## config.mk

```make
export PLATFORM = sky130hd
export DESIGN_NAME = mips_mem_dump
export DESIGN_NICKNAME = d
export VERILOG_FILES = /design/src/rtl/mips_mem_dump.sv
export SDC_FILE = /design/constraint.sdc
export NUM_CORES = 1
export LEC_CHECK = 0
export ABC_AREA = 0
export CAP_MARGIN = 25
export CELL_PAD_IN_SITES_DETAIL_PLACEMENT = 0
export CELL_PAD_IN_SITES_GLOBAL_PLACEMENT = 2
export CORE_ASPECT_RATIO = 2
export CORE_MARGIN = 1
export CORE_UTILIZATION = 32
export CTS_BUF_LIST = sky130_fd_sc_hd__clkbuf_16
export DETAILED_ROUTE_END_ITERATION = 8
export PLACE_DENSITY = 0.83
export SLEW_MARGIN = 20
export SYNTH_ARGS = -nofsm -noshare
export SYNTH_HDL_FRONTEND = slang
export SYNTH_SLANG_ARGS = --single-unit
```

## constraint.sdc

```tcl
create_clock -name clk -period 2.7 [get_ports clk]
set_input_delay 0.54 -clock clk [delete_from_list [all_inputs] [get_ports clk]]
set_output_delay 0.54 -clock clk [all_outputs]
set_load 0.01 [all_outputs]
```

## src/rtl/mips_mem_dump.sv

```systemverilog
// Debug readback engine: walks a word range of data memory through a synchronous
// read port and streams every word MSB-byte-first on a valid/ready byte interface.
module mips_mem_dump #(
    parameter int ADDR_WIDTH = 10,
    parameter int DATA_WIDTH = 32
) (
    input  logic                  clk,
    input  logic                  rst,
    input  logic                  start,
    input  logic [ADDR_WIDTH-1:0] start_addr,
    input  logic [ADDR_WIDTH:0]   word_count,
    output logic                  busy,
    output logic                  done,
    output logic                  mem_rd_en,
    output logic [ADDR_WIDTH-1:0] mem_addr,
    input  logic [DATA_WIDTH-1:0] mem_rd_data,
    output logic                  out_valid,
    output logic [7:0]            out_data,
    output logic                  out_last,
    input  logic                  out_ready
);

    typedef enum logic [2:0] {
        S_IDLE,
        S_READ,
        S_WAIT,
        S_SEND,
        S_DONE
    } state_t;

    localparam logic [ADDR_WIDTH-1:0] ADDR_ONE = {{(ADDR_WIDTH-1){1'b0}}, 1'b1};
    localparam logic [ADDR_WIDTH:0]   REM_ONE  = {{ADDR_WIDTH{1'b0}}, 1'b1};

    state_t                  state_reg, state_next;
    logic [ADDR_WIDTH-1:0]   cur_addr_reg;
    logic [ADDR_WIDTH-1:0]   mem_addr_reg;
    logic [ADDR_WIDTH:0]     remaining_reg;
    logic [1:0]              byte_idx_reg;
    logic [DATA_WIDTH-1:0]   word_reg;
    logic [7:0]              word_bytes [4];
    logic                    handshake;
    logic                    last_byte;
    logic                    more_words;

    genvar gi;
    generate
        for (gi = 0; gi < 4; gi++) begin : g_bytes
            assign word_bytes[gi] = word_reg[8*gi +: 8];
        end
    endgenerate

    assign handshake  = out_valid && out_ready;
    assign last_byte  = (byte_idx_reg == 2'd0);
    assign more_words = (remaining_reg > REM_ONE);
    assign mem_addr   = mem_addr_reg;

    // State register
    always_ff @(posedge clk or posedge rst) begin
        if (rst) begin
            state_reg <= S_IDLE;
        end else begin
            state_reg <= state_next;
        end
    end

    // Next-state logic
    always_comb begin
        state_next = state_reg;
        case (state_reg)
            S_IDLE: begin
                if (start) begin
                    state_next = (word_count == '0) ? S_DONE : S_READ;
                end
            end
            S_READ: state_next = S_WAIT;
            S_WAIT: state_next = S_SEND;
            S_SEND: begin
                if (handshake && last_byte) begin
                    state_next = more_words ? S_READ : S_DONE;
                end
            end
            S_DONE:  state_next = S_IDLE;
            default: state_next = S_IDLE;
        endcase
    end

    // Output logic
    always_comb begin
        busy      = 1'b0;
        done      = 1'b0;
        mem_rd_en = 1'b0;
        out_valid = 1'b0;
        out_last  = 1'b0;
        out_data  = 8'h00;
        case (state_reg)
            S_READ: begin
                busy      = 1'b1;
                mem_rd_en = 1'b1;
            end
            S_WAIT: busy = 1'b1;
            S_SEND: begin
                busy      = 1'b1;
                out_valid = 1'b1;
                out_data  = word_bytes[byte_idx_reg];
                out_last  = (remaining_reg == REM_ONE) && last_byte;
            end
            S_DONE:  done = 1'b1;
            default: ;
        endcase
    end

    // Datapath: address/word counters, captured word and byte pointer.
    // mem_addr_reg only moves when a READ is about to happen, so it holds otherwise.
    always_ff @(posedge clk or posedge rst) begin
        if (rst) begin
            cur_addr_reg  <= '0;
            mem_addr_reg  <= '0;
            remaining_reg <= '0;
            byte_idx_reg  <= 2'd0;
            word_reg      <= '0;
        end else begin
            case (state_reg)
                S_IDLE: begin
                    if (start) begin
                        cur_addr_reg  <= start_addr;
                        remaining_reg <= word_count;
                        if (word_count != '0) begin
                            mem_addr_reg <= start_addr;
                        end
                    end
                end
                S_WAIT: begin
                    word_reg     <= mem_rd_data;
                    byte_idx_reg <= 2'd3;
                end
                S_SEND: begin
                    if (handshake) begin
                        if (!last_byte) begin
                            byte_idx_reg <= byte_idx_reg - 2'd1;
                        end else if (more_words) begin
                            remaining_reg <= remaining_reg - REM_ONE;
                            cur_addr_reg  <= cur_addr_reg + ADDR_ONE;
                            mem_addr_reg  <= cur_addr_reg + ADDR_ONE;
                        end
                    end
                end
                default: ;
            endcase
        end
    end

endmodule

```

==> run_results.csv, run 1 <==
group,metric,value,unit
setup_path,crit_chain,"buf_4 > mux4_2 > and2_1 > clkdlybuf4s50_1",
timing,fin_crit_sh,0.964,
run,drv_cap,0,
synthesis,synth_flop_cell,"dfrtp_1",
layout,fin_util,0.450,
timing,drv_slew,0,
routing,dr.pass1.iters,4,
synthesis,yosys.area.top_type_share,0.470,
layout,final_cells,557,
floorplanning,initial_core_util,0.331,
synthesis,synth_edf_count,0,
synthesis,yosys-top-cells-area,"dfrtp_1 (47%), mux2_2 (14%), mux4_2 (5.0%)",
routing,vias_per_cell,5.13,
grt,grt_pass1_wl,16100,um
clocking,clk_latency,0.33,ns
pwr,vdd_ir_drop_max,0.615,mV
timing,hold_viol_final,0,
grt,grt-ovfl-total,0,
synthesis,synth_area_leader_cell,"dfrtp_1",
place,dpl.hpwl,7250,um
routing,vias,2857,
synthesis,synth_commonest_cells,"dfrtp_1 (68), mux2_2 (45), nand2_1 (31), nor2_1 (20), o21ai_0 (14)",
min_path,hold_path_end,"mem_addr[2]",
setup_path,r2r-end,"cur_addr_reg[7]",
grt,grt_start_max_net_pins,69,
layout,multiInputGateArea,0.00182,mm2
setup_path,rrSetupSlack,0.45,ns
timing,worst_slew_pin_slew,0.467,ns
synthesis,avgSynthCellArea,11.2,um2
floorplanning,std_cell_rows,54,
layout,fin_area,0.00492,mm2
timing,finalSetupViolCount,0,
timing,finClkSkew,0.00257,ns
timing,tns,0,ns
routing,drt_iter0_markers,101,
synthesis,synth_fp_nets,383,
place,post-place-cells,542,
grt,antenna_found_initial,0,
floorplanning,die_y,152,um
routing,routedWlPerCell,17.1,um
synthesis,synth_area,0.00362,mm2
setup_path,crit_arrival,2.06,ns
timing,fmax,0.384,GHz
pwr,power_density,1160,mW/mm2
layout,fillers,1078,
setup_path,endpoint_kind,"primary output",
min_path,min_from,"mem_addr[2]",
setup_path,critical_path_class,"reg2out",
clocking,cts_root_buf,"clkbuf_16",
synthesis,synth_cell_type_count,52,
grt,grt_pass1_vias,3208,
floorplanning,ios,80,
run_status,status,"finished clean",
pwr,leakage,2.04,nW
clocking,cts.reportedPaths.clkPinSlew,0.05,ns
routing,drt-total-wl,9510,um
place,postPlaceCellArea,0.00467,mm2
place,port_buffers,79,
grt,grt.total_usage,0.177,
synthesis,synthCells,322,
floorplanning,core,0.0109,mm2
layout,largest_register_ffs,32,
timing,slew_headroom,0.689,
setup_path,critPathTopFamily,"buffers and inverters",
synthesis,synth_most_common_cell,"dfrtp_1",
setup_path,cp_max_fo,11,
synthesis,ys_async_sr_fraction,1.00,
clocking,clockBufferDepth,2,
synthesis,yosys_warnings,0,
synthesis,synth-seq-cells,68,
floorplanning,die_w,77.2,um
setup_path,r2r-start,"byte_idx_reg[1]",
timing,rsz0062_at_grt,"false",
setup_path,crit_path_start_kind,"register",
floorplanning,die-area,0.0118,mm2
setup_path,reg2reg_depth,7,
place,place_ws,0.207,ns
routing,drcViolationCount,0,
clocking,cts_setup_buffers,0,
setup_path,cp.required,2.16,ns
layout,drive_above_1_share,0.247,
layout,ff_latch_area,0.00170,mm2
clocking,cts_tree,"yes",
min_path,holdPathStages,1,
layout,syn_to_final_growth,36.0,%
layout,n_antenna_cell,0,
timing,fin_crit,2.60,ns
clocking,cts_sinks,68,
routing,antenna_left,0,
setup_path,crit_buf_inv,2,
min_path,hp-class,"reg2reg",
layout,final_nets,474,
clocking,cts_made_buffers,9,
synthesis,seq_area_frac_synth,0.470,
setup_path,slowest_stage,"mux4_2",
clocking,htree_levels,3,
timing,fin_ws,0.0977,ns
place,place_congestion,0.780,
setup_path,cpPeakStageDelay,0.53,ns
clocking,hold_buffers,0,
[worst register-to-register path: cells and delay by family (launching register included)]
family / cells / cell delay (ns)
compound gates: 1 / 0.31
fa+ha+maj: 1 / 0.21
buf+inv: 1 / 0.12
flops: 1 / 0.55
mux: 1 / 0.37
simple gates: 3 / 0.59
[cell families (layout without fill, tap and decap cells)]
logic type                 after synthesis  after routing  synth area share
muxes                                   60             60             0.219
buffers and inverters                   23            118            0.0266
and+or+nand+nor                        104            104             0.149
DFF                                     68             68             0.470
xor gates and xnor gates                 8              8            0.0194
AOI/OAI and AO/OA                       55             55             0.102
adders and majority gates                4              4            0.0138
[metal layers]
layer / vias up / global-route usage / routed length (um)
met5: - / 0 / 0
met4: 0 / 0.0629 / 169
met3: 13 / 0.0389 / 411
met2: 91 / 0.341 / 5560
met1: 1401 / 0.180 / 3370
li1: 1352 / - / -
[where the power goes]
group          leakage (nW)  switching (mW)  internal, mW
Combinational          1.10            1.20          1.59
Clock                 0.133           0.409         0.598
Sequential            0.810           0.400          1.51
Total                  2.04            2.01          3.70
[per-stage QoR]
stage | hold WS (ns) | power (mW)
2_1_floorplan | 0.475 | 3.67
3_3_place_gp | 0.486 | 4.69
3_5_place_dp | 0.494 | 4.76
4_1_cts | 0.506 | 5.80
5_1_grt | 0.520 | 6.12
6_report | 0.500 | 5.71
[worst max-delay path by stage]
stage,end,start,slack [ns],cells past startpoint
final,out_data[0],byte_idx_reg[0],0.1,4
after global routing,out_data[7],byte_idx_reg[0],0.005,4
after CTS,out_last,state_reg[2],0.04,5
after detailed placement,cur_addr_reg[9],out_ready,0.21,6
after global placement,mem_addr[1],word_count[9],0.22,8
after floorplan,cur_addr_reg[1],byte_idx_reg[0],0.36,9
[what timing repair did]
item | CTS | global route
endpoints found under the setup margin | 0 | 1
endpoints found under the hold margin | 0 | 0
gates resized for setup | 0 | 1
[layout by cell type, fill, tap and decap left out, types with 3 or more instances in the layout]
master,n
clkdlybuf4s50_1,79
dfrtp_1,68
o21ai_0,14
ha_1,4
buf_4,15
xnor2_1,5
clkbuf_16,9
xor2_1,3
mux2_4,7
a31oi_1,8
nor3_1,7
and2_1,10
nand3_1,10
and3_1,4
nor2_1,19
nand2b_1,3
mux2_2,45
nand2_1,31
inv_1,7
a21oi_1,11
mux4_2,8
[final cells by class]
| type | count | share of cell area |
|---|---|---|
| Multi-Input combinational cell | 231 | 0.371 |
| Sequential cell | 68 | 0.346 |
| Timing Repair Buffer | 96 | 0.192 |
| Clock buffer | 9 | 0.0457 |
| Tap cell | 140 | 0.0356 |
| Inverter | 7 | 0.00584 |
| Clock inverter | 6 | 0.00508 |
No activity file was read; power rests on OpenSTA's default activity.
==> run 2: changes to the inputs <==
Settings changed: CORE_ASPECT_RATIO 2 to 1.25, CORE_MARGIN 1 to 2, CTS_CLUSTER_SIZE from default to 14.
==> run_results.csv, run 2 (synthesis results as in run 1) <==
group,metric,value,unit
setup_path,rrSetupSlack,0.48,ns
pwr,power_density,1180,mW/mm2
setup_path,crit_path_start_kind,"register",
routing,vias_per_cell,5.15,
setup_path,cpPeakStageDelay,0.54,ns
timing,fmax,0.381,GHz
clocking,clk_latency,0.33,ns
place,dpl.hpwl,6570,um
routing,top_layer_used,"met4",
timing,worst_slew_pin_slew,0.727,ns
pwr,vdd_ir_drop_max,0.533,mV
routing,drcViolationCount,0,
floorplanning,std_cell_rows,43,
routing,met2_length,4610,um
grt,grt_pass1_vias,2968,
place,port_buffers,79,
grt,grt-ovfl-total,0,
routing,antenna_left,0,
setup_path,crit_chain,"nor4_4 > and3_4 > and4_1 > clkdlybuf4s50_1",
floorplanning,initial_core_util,0.327,
clocking,cts_setup_buffers,0,
routing,route.met3.wl,473,um
run,drv_cap,0,
setup_path,slowest_stage,"clkdlybuf4s50_1",
timing,hold-worst-slack,0.502,ns
layout,final_cell_mix,"clkdlybuf4s50_1 (79), dfrtp_1 (67), mux2_2 (45)",
layout,largest_register_ffs,32,
routing,drt-total-wl,9150,um
routing,routedWlPerCell,16.6,um
clocking,htree_levels,3,
grt,grt.total_usage,0.159,
timing,slew_headroom,0.514,
setup_path,cp_max_fo,5,
floorplanning,die_y,123,um
timing,tns,0,ns
grt,grt_start_max_net_pins,35,
place,postPlaceCellArea,0.00464,mm2
clocking,cts.reportedPaths.clkPinSlew,0.05,ns
timing,hold_viol_final,0,
layout,syn_to_final_growth,37.0,%
layout,fin_area,0.00496,mm2
timing,fin_crit,2.62,ns
setup_path,crit_arrival,2.08,ns
timing,drv_slew,0,
timing,rsz0062_at_grt,"false",
layout,n_antenna_cell,0,
setup_path,critPathTopFamily,"simple AND/OR/NAND/NOR gates",
floorplanning,die-area,0.0122,mm2
layout,drive_above_1_share,0.253,
layout,final_common_cell,"clkdlybuf4s50_1",
floorplanning,core,0.0111,mm2
clocking,cts_sinks,68,
grt,antenna_found_initial,0,
run_status,status,"finished clean",
pwr,leakage,2.04,nW
clocking,clockBufferDepth,2,
layout,final_nets,471,
clocking,cts_made_buffers,9,
setup_path,crit_buf_inv,1,
clocking,cts_tree,"yes",
place,place_congestion,0.841,
routing,dr.pass1.iters,4,
clocking,cts_root_buf,"clkbuf_16",
floorplanning,ios,80,
setup_path,critical_path_class,"reg2out",
setup_path,cp.required,2.16,ns
grt,grt_pass1_wl,14900,um
min_path,hp-class,"reg2reg",
setup_path,endpoint_kind,"primary output",
routing,drt_iter0_markers,136,
timing,finClkSkew,0.00493,ns
routing,met1_length,3810,um
floorplanning,die_w,99.1,um
routing,vias,2832,
timing,fin_crit_sh,0.972,
timing,finalSetupViolCount,0,
## run 2: stage by stage
stage	utilization	cells	setup slack [ns]	total power [mW]
after global placement	0.419	534	0.304	4.62
after CTS	0.447	550	0.0438	5.93
after global routing	0.447	550	0.00136	6.27
after detailed placement	0.419	534	0.305	4.67
after floorplan	-	322	0.356	3.67
final	0.447	550	0.0762	5.86
## run 2: worst paths after layout
path | from | to | depth (start not counted)
min reg2reg | word_reg[31] | word_reg[31] | 1
min | word_reg[31] | word_reg[31] | 1
max in group asynchronous | rst | remaining_reg[3] | 3
max | remaining_reg[3] | out_last | 4
min in group asynchronous | rst | word_reg[14] | 2
max reg2reg | byte_idx_reg[1] | cur_addr_reg[8] | 7
## run 2: worst reg2reg max path: cells and delay by family, from the launching register on
kind                       cells  cell delay, ns
adders and majority gates      1            0.20
AOI/OAI and AO/OA              1            0.30
muxes                          1            0.37
DFF                            1            0.55
buffers and inverters          1            0.12
and+or+nand+nor                3            0.56
## run 2: power breakdown
group	leakage [nW]	switching [mW]	internal [mW]
registers	0.808	0.389	1.51
logic	1.08	1.17	1.57
clock network	0.158	0.426	0.796
total	2.04	1.99	3.87
## run 2: timing repair
item	in CTS	in global routing
endpoints found under the hold margin	0	0
resized for setup	0	3
endpoints found under the setup margin	0	1
hold buffers	0	0
## run 2: final cells by class
| class | count | area [um2] |
|---|---|---|
| repair buffers | 93 | 921 |
| multi-input cells | 231 | 1830 |
| inverters | 7 | 26.3 |
| clock inverters | 7 | 82.6 |
| fillers | 1064 | 6130 |
| flip-flops and latches | 68 | 1700 |
| clock buffers | 9 | 225 |
| well taps | 135 | 169 |
## run 2: layer usage
layer  track usage  vias to the layer above
met3        0.0384                       18
li1              -                     1347
met5             0                        -
met2         0.270                       82
met1         0.188                     1385
met4        0.0830                        0
